**config.mk**
```make
export PLATFORM = sky130hd
export DESIGN_NAME = oehb_fifo
export DESIGN_NICKNAME = d
export VERILOG_FILES = /design/src/rtl/oehb_fifo_pkg.sv /design/src/rtl/oehb_fifo_dataless.sv /design/src/rtl/oehb_fifo.sv
export SDC_FILE = /design/constraint.sdc
export NUM_CORES = 1
export LEC_CHECK = 0
export ABC_AREA = 1
export CAP_MARGIN = 20
export CORE_ASPECT_RATIO = 0.75
export CORE_UTILIZATION = 50
export DETAILED_ROUTE_END_ITERATION = 8
export GPL_TIMING_DRIVEN = 0
export PLACE_DENSITY = 0.79
export SLEW_MARGIN = 15
export SYNTH_ARGS = -nofsm -noshare
export SYNTH_HDL_FRONTEND = slang
export SYNTH_HIERARCHICAL = 1
export SYNTH_SLANG_ARGS = --single-unit
```
**constraint.sdc**
```tcl
create_clock -name clk -period 1.82 [get_ports clk]
set_clock_uncertainty 0.05 [all_clocks]
set_input_delay 0.364 -clock clk [delete_from_list [all_inputs] [get_ports clk]]
set_output_delay 0.364 -clock clk [all_outputs]
set_load 0.02 [all_outputs]
```
**src/rtl/oehb_fifo_pkg.sv**
```systemverilog
// Helpers shared by the opaque elastic buffer files: pointer and occupancy widths.
package oehb_fifo_pkg;

    function automatic int idx_width(input int n);
        return (n <= 1) ? 1 : $clog2(n);
    endfunction

    function automatic int cnt_width(input int n);
        return $clog2(n + 1);
    endfunction

endpackage

```
**src/rtl/oehb_fifo_dataless.sv**
```systemverilog
// Control half of the opaque buffer: occupancy, head/tail pointers and the handshake.
// Also usable alone for control-only channels that carry no data.
module oehb_fifo_dataless
    import oehb_fifo_pkg::*;
#(
    parameter  int NUM_SLOTS = 2,
    localparam int PW        = idx_width(NUM_SLOTS)
) (
    input  logic          clk,
    input  logic          rst,
    input  logic          ins_valid,
    output logic          ins_ready,
    output logic          outs_valid,
    input  logic          outs_ready,
    output logic          wr_en,
    output logic [PW-1:0] wr_idx,
    output logic [PW-1:0] rd_idx
);

    localparam int            CW   = cnt_width(NUM_SLOTS);
    localparam logic [PW-1:0] LAST = PW'(NUM_SLOTS - 1);
    localparam logic [CW-1:0] FULL = CW'(NUM_SLOTS);

    logic [PW-1:0] head_q, head_d;
    logic [PW-1:0] tail_q, tail_d;
    logic [CW-1:0] count_q, count_d;
    logic          push, pop;

    always_comb begin
        outs_valid = (count_q != '0);
        // Full still accepts when the consumer drains in the same cycle.
        ins_ready  = (count_q != FULL) | outs_ready;
        push       = ins_valid & ins_ready;
        pop        = outs_valid & outs_ready;

        head_d = head_q;
        if (pop) begin
            head_d = (head_q == LAST) ? '0 : head_q + 1'b1;
        end

        tail_d = tail_q;
        if (push) begin
            tail_d = (tail_q == LAST) ? '0 : tail_q + 1'b1;
        end

        count_d = count_q;
        if (push && !pop) begin
            count_d = count_q + 1'b1;
        end else if (pop && !push) begin
            count_d = count_q - 1'b1;
        end

        wr_en  = push;
        wr_idx = tail_q;
        rd_idx = head_q;
    end

    always_ff @(posedge clk or negedge rst) begin
        if (!rst) begin
            head_q  <= '0;
            tail_q  <= '0;
            count_q <= '0;
        end else begin
            head_q  <= head_d;
            tail_q  <= tail_d;
            count_q <= count_d;
        end
    end

endmodule

```
**src/rtl/oehb_fifo.sv**
```systemverilog
// Opaque elastic buffer: forward path (outs/outs_valid) comes from registers only,
// ins_ready stays combinational from outs_ready so throughput is one word per cycle.
module oehb_fifo
    import oehb_fifo_pkg::*;
#(
    parameter int DATA_TYPE = 32,
    parameter int NUM_SLOTS = 2
) (
    input  logic                 clk,
    input  logic                 rst,
    input  logic [DATA_TYPE-1:0] ins,
    input  logic                 ins_valid,
    output logic                 ins_ready,
    output logic [DATA_TYPE-1:0] outs,
    output logic                 outs_valid,
    input  logic                 outs_ready
);

    localparam int PW = idx_width(NUM_SLOTS);

    logic                 wr_en;
    logic [PW-1:0]        wr_idx;
    logic [PW-1:0]        rd_idx;
    logic [DATA_TYPE-1:0] mem_q [NUM_SLOTS];
    logic [DATA_TYPE-1:0] mem_d [NUM_SLOTS];

    oehb_fifo_dataless #(
        .NUM_SLOTS (NUM_SLOTS)
    ) u_ctrl (
        .clk        (clk),
        .rst        (rst),
        .ins_valid  (ins_valid),
        .ins_ready  (ins_ready),
        .outs_valid (outs_valid),
        .outs_ready (outs_ready),
        .wr_en      (wr_en),
        .wr_idx     (wr_idx),
        .rd_idx     (rd_idx)
    );

    // When full, push and pop share one slot; the reader sees the old word before the edge.
    always_comb begin
        mem_d = mem_q;
        if (wr_en) begin
            mem_d[wr_idx] = ins;
        end
    end

    always_ff @(posedge clk or negedge rst) begin
        if (!rst) begin
            for (int i = 0; i < NUM_SLOTS; i++) begin
                mem_q[i] <= '0;
            end
        end else begin
            mem_q <= mem_d;
        end
    end

    assign outs = mem_q[rd_idx];

endmodule

```
After elaboration in Yosys (flattened, before gate mapping)
Index checks and enable logic that the tools add are counted.
{ "op_classes": {"addsub": 4, "order_cmp": 3, "n_eq_ne": 1, "n_mux": 10, "bitwise": 5, "reduce_logical": 7} }
{ "op_table": {"columns": ["operator", "count"], "rows": [
  ["$mux W32", 4],
  ["$bwmux W64", 1],
  ["$demux W32 S1", 1],
  ["$ge A2 B2 Y1 const B", 2],
  ["$mux W2", 2],
  ["$not A1 Y2", 2],
  ["$reduce_bool A2 Y1", 2],
  ["$logic_and A1 B1 Y1", 3],
  ["$add A1 B1 Y1 const B", 2],
  ["$add A2 B1 Y2 const B", 1],
  ["$and A1 B1 Y1", 2],
  ["$logic_not A1 Y1", 2],
  ["$lt A2 B1 Y1 const B", 1],
  ["$mux W1", 2],
  ["$ne A2 B2 Y1 const B", 1],
  ["$sub A2 B1 Y2 const B", 1],
  ["$or A1 B1 Y1", 1]
]} }
{ "word_totals": {"ff_bits": 68, "wordCells": 35} }

Logic depth before layout (Yosys ltp)
{ "depth": {"depth_word": 7, "ltp_mapped": 10, "mapped_depth_nobuf": 10} }

By module
The synthesis kept the hierarchy.
{ "modules_own_cells": {"columns": ["mod", "instances", "cells_per_inst", "area_each_um2", "seq_area_each_um2"], "rows": [
  ["oehb_fifo", 1, 382, 3098.0, 1601.5],
  ["oehb_fifo_dataless", 1, 28, 227.7, 100.1]
]} }

Worst setup path after synthesis
Ideal clock, no wire load.
{ "synth_path": {"path_type": "register to output", "startpoint": "reg u_ctrl.head_q (netlist: u_ctrl/rd_idx)", "endpoint": "out outs[10]", "arrival_ns": 1.167, "required_ns": 1.406, "slack_ns": 0.239, "path_stages_with_launch": 4, "path_buffers": 2, "cell_sequence": "dfrtp_1 > buf_2 > buf_2 > o21ai_0"} }
{ "synth_between": {"elab_chain_cells": 4} }
{ "synth_lines": {"columns": ["element", "line", "rtl"], "rows": [
  ["from (decl)", "oehb_fifo_dataless.sv:24", "logic [PW-1:0] head_q, head_d;"],
  ["from (signal assigned)", "oehb_fifo_dataless.sv:60", "head_q <= '0;"],
  ["from (signal assigned)", "oehb_fifo_dataless.sv:64", "head_q <= head_d;"],
  ["$not A1 Y2 (not written as such)", "oehb_fifo.sv:59", "assign outs = mem_q[rd_idx];"],
  ["$mux W32 (not written as such) (3 in a row)", "oehb_fifo.sv:59", null],
  ["to (decl)", "oehb_fifo.sv:14", "output logic [DATA_TYPE-1:0] outs,"]
]} }
No other way between the ends. The select of a mux whose other input is x is not followed.

Worst setup path after layout
{ "layout_path": {"startpoint": "reg u_ctrl.head_q (netlist: u_ctrl/rd_idx)", "endpoint": "out outs[24]"} }
The elaborated chain is that of the path after synthesis.

==> results <==
-- sequential cells by signal (all words and copies together), names as in the netlist --
signal and count:
mem_q 64, u_ctrl/count_q 2, u_ctrl/rd_idx 1, u_ctrl/wr_idx 1
-- cell usage after synthesis --
master    instances  share of area, %
inv_1            36               4.1
dfrtp_1          68                51
inv_2             2              0.23
buf_2             8               1.2
nand2_2           4              0.75
nand2_4           1              0.34
buf_6             3               1.0
ha_1              1              0.38
nand3_1          65               9.8
xnor2_1           1              0.26
clkbuf_2          2              0.30
clkbuf_8         14               5.8
nor2_2            1              0.19
nand3b_1          2              0.45
o21ai_0          32               4.8
nand2_1         169                19
nand4_1           1              0.19
-- cell type report --
cell class | count | area [µm²]
Clock inverter | 6 | 63.81
Sequential cell | 68 | 1703
Multi-Input combinational cell | 277 | 1366
Inverter | 38 | 142.6
Tap cell | 81 | 101.3
Clock buffer | 10 | 137.6
Timing Repair Buffer | 76 | 778.2
Buffer | 27 | 366.6
Fill cell | 508 | 1690
-- power by group through the flow --
stage | Clock (W) | Combinational (W) | Sequential, W
after floorplan | 0 | 0.00258 | 0.00254
after global placement | 0 | 0.00413 | 0.00260
after detailed placement | 0 | 0.00419 | 0.00264
after CTS | 0.00128 | 0.00408 | 0.00262
after global routing | 0.00135 | 0.00554 | 0.00274
final | 0.00125 | 0.00511 | 0.00266
-- cells by family after synthesis --
group / Yosys count / synth area share (%)
buffers and inverters: 65 / 12.60
xor gates and xnor gates: 1 / 0.2634
adders and majority gates: 1 / 0.3762
DFF: 68 / 51.17
and+or+nand+nor: 243 / 30.77
AOI/OAI and AO/OA: 32 / 4.816
-- stage by stage --
stage | cells | setup WS (ps) | hold WS, ps | utilization, % | power, W
floorplan | 410 | 239.3 | 18.41 | - | 0.005123
global placement | 560 | -1933 | 403.1 | 64.85 | 0.006731
detailed placement | 561 | -340.0 | 214.0 | 65.24 | 0.006830
CTS | 579 | -17.10 | 391.1 | 67.70 | 0.007970
global route | 583 | -45.02 | 418.7 | 73.38 | 0.009630
finish | 583 | -20.64 | 388.9 | 73.38 | 0.009020
-- worst max path at each step --
stage                     end  cells past startpoint
floorplan            outs[10]                      3
global placement    mem_q[51]                      1
detailed placement   outs[17]                      4
CTS                  outs[29]                      4
global route         outs[24]                      4
finish               outs[24]                      4
-- layer usage --
layer,vias up,global-route usage (%)
met5,-,0
met4,0,5.804
met3,9,6.979
met2,106,39.72
met1,1439,36.55
li1,1465,-
-- repair_timing --
| item | 4_1_cts | 5_1_grt |
|---|---|---|
| hold buffers | 1 | 0 |
| endpoints found under the hold margin | 19 | 0 |
| setup buffers | 1 | 1 |
| setup endpoints to repair | 34 | 32 |
| pin swaps | 0 | 7 |
| cloned | 0 | 3 |
| resized for setup | 210 | 95 |
==> impl_metrics.py <==
metrics = {
    "pwr": {
        "power_leakage_nw": 2.401,
        "ir_worst_vdd_mv": 1.142,
        "swShare_pct": 42.38,
        "p_sw_w": 0.003823,
        "power.density_nw_per_um2": 1936,
        "p_int_w": 0.005197,
        "clkPwrFrac_pct": 13.9,
        "combPwrFrac_pct": 56.7,
        "p_seq_share_pct": 29.4,
    },
    "hold_path": {
        "min_path_type": "in2async",
    },
    "route": {
        "drc": 0,
        "dr.pass1.iters": 5,
        "wl_met1_um": 3833,
        "wire_per_inst_um": 14.76,
        "dr.max_layer_used": "met4",
        "antenna_left": 0,
        "num_vias": 3019,
        "viasPerCell": 5.178,
        "finalWirelength_um": 8603,
        "wl_met2_um": 4065,
        "wl_met3_um": 640,
        "drtIter0Drc": 216,
    },
    "yosys": {
        "yosysSeqAreaShare_pct": 51.17,
        "synth_nets": 447,
        "yosys_warnings": 6,
        "synth_seq_cells": 68,
        "syn_area_per_cell_um2": 8.111,
        "syn_area_um2": 3326,
        "ys_types": 17,
        "syn_inst": 410,
    },
    "die": {
        "start_util_pct": 52.37,
        "die_x_um": 96.17,
        "die_h_um": 72.63,
        "pin_count": 70,
        "coreArea_um2": 6350,
        "die_area_um2": 6985,
        "rows": 25,
    },
    "worst_setup_path": {
        "crit_fanout": 10,
        "cp_num_buf_inv": 3,
        "ff2ff_path_depth": 9,
        "cp.arrival_ps": 1430,
        "reg2reg_from": "u_ctrl/count_q[0]",
        "critical_path_required_ps": 1410,
        "r2r_end": "u_ctrl/count_q[1]",
        "crit_start": "u_ctrl/rd_idx",
        "critPathKind": "reg2out",
        "path_cells": "buf_12, buf_12, o21ai_2, buf_6",
        "slowest_stage": "dfrtp_2",
        "critical_path.top_delay_family": "buffers and inverters",
        "reg2reg_slack_ps": 200,
        "path_common_cell": "buf_12",
        "critPathMaxStageDelay_ps": 450,
        "start_kind": "flop",
        "end_kind": "primary output",
    },
    "timing": {
        "rsz0062_at_grt": "true",
        "tightest_slew_ps": 286.0,
        "relSlewSlack_pct": 80.94,
        "setup_violations": 9,
        "finalSetupTns_ps": -77.77,
        "min_period_ps": 1841,
        "fmax_ghz": 0.5433,
        "setup_slack_ps": -20.64,
        "timing_hold_violations_final": 0,
        "drv_slew": 0,
        "finalCritPeriodShare_pct": 101.1,
    },
    "final_layout": {
        "most-common-layout-cells": "nand2_1, dfrtp_1, nand3_1",
        "final_nets": 534,
        "n_antenna_cell": 0,
        "layout_commonest_cell": "nand2_1",
        "drive_gt1_share_pct": 23.51,
        "stdcell_area_um2": 4659,
        "syn_to_final_growth_pct": 40.11,
    },
    "clock_network": {
        "cts.clk_slew.worst_paths_ps": 70,
        "clk_path_buf_depth": 2,
        "cts_tree": "yes",
        "root_buffer": "clkbuf_8",
        "cts_made_buffers": 9,
        "clock_latency_ps": 340,
        "cts.sinks": 68,
        "htree_levels": 3,
    },
    "global_routing": {
        "grt_overflow": 0,
        "grt_pass1_wl_um": 13470,
        "grt_util_all_layers_pct": 25.74,
        "grt_max_degree": 50,
        "antenna_found_initial": 0,
        "grt_pass1_vias": 2811,
    },
    "run": {
        "max_cap_violations": 0,
    },
    "place": {
        "portBuffers": 69,
        "hpwl_um": 5502,
        "gp_congestion": 0.8140,
        "dpl_cell_area_um2": 4143,
    },
    "status": {
        "status": "finished, violations left",
        "violations": "negative setup slack",
    },
}
No activity file was read; power rests on OpenSTA's default activity.
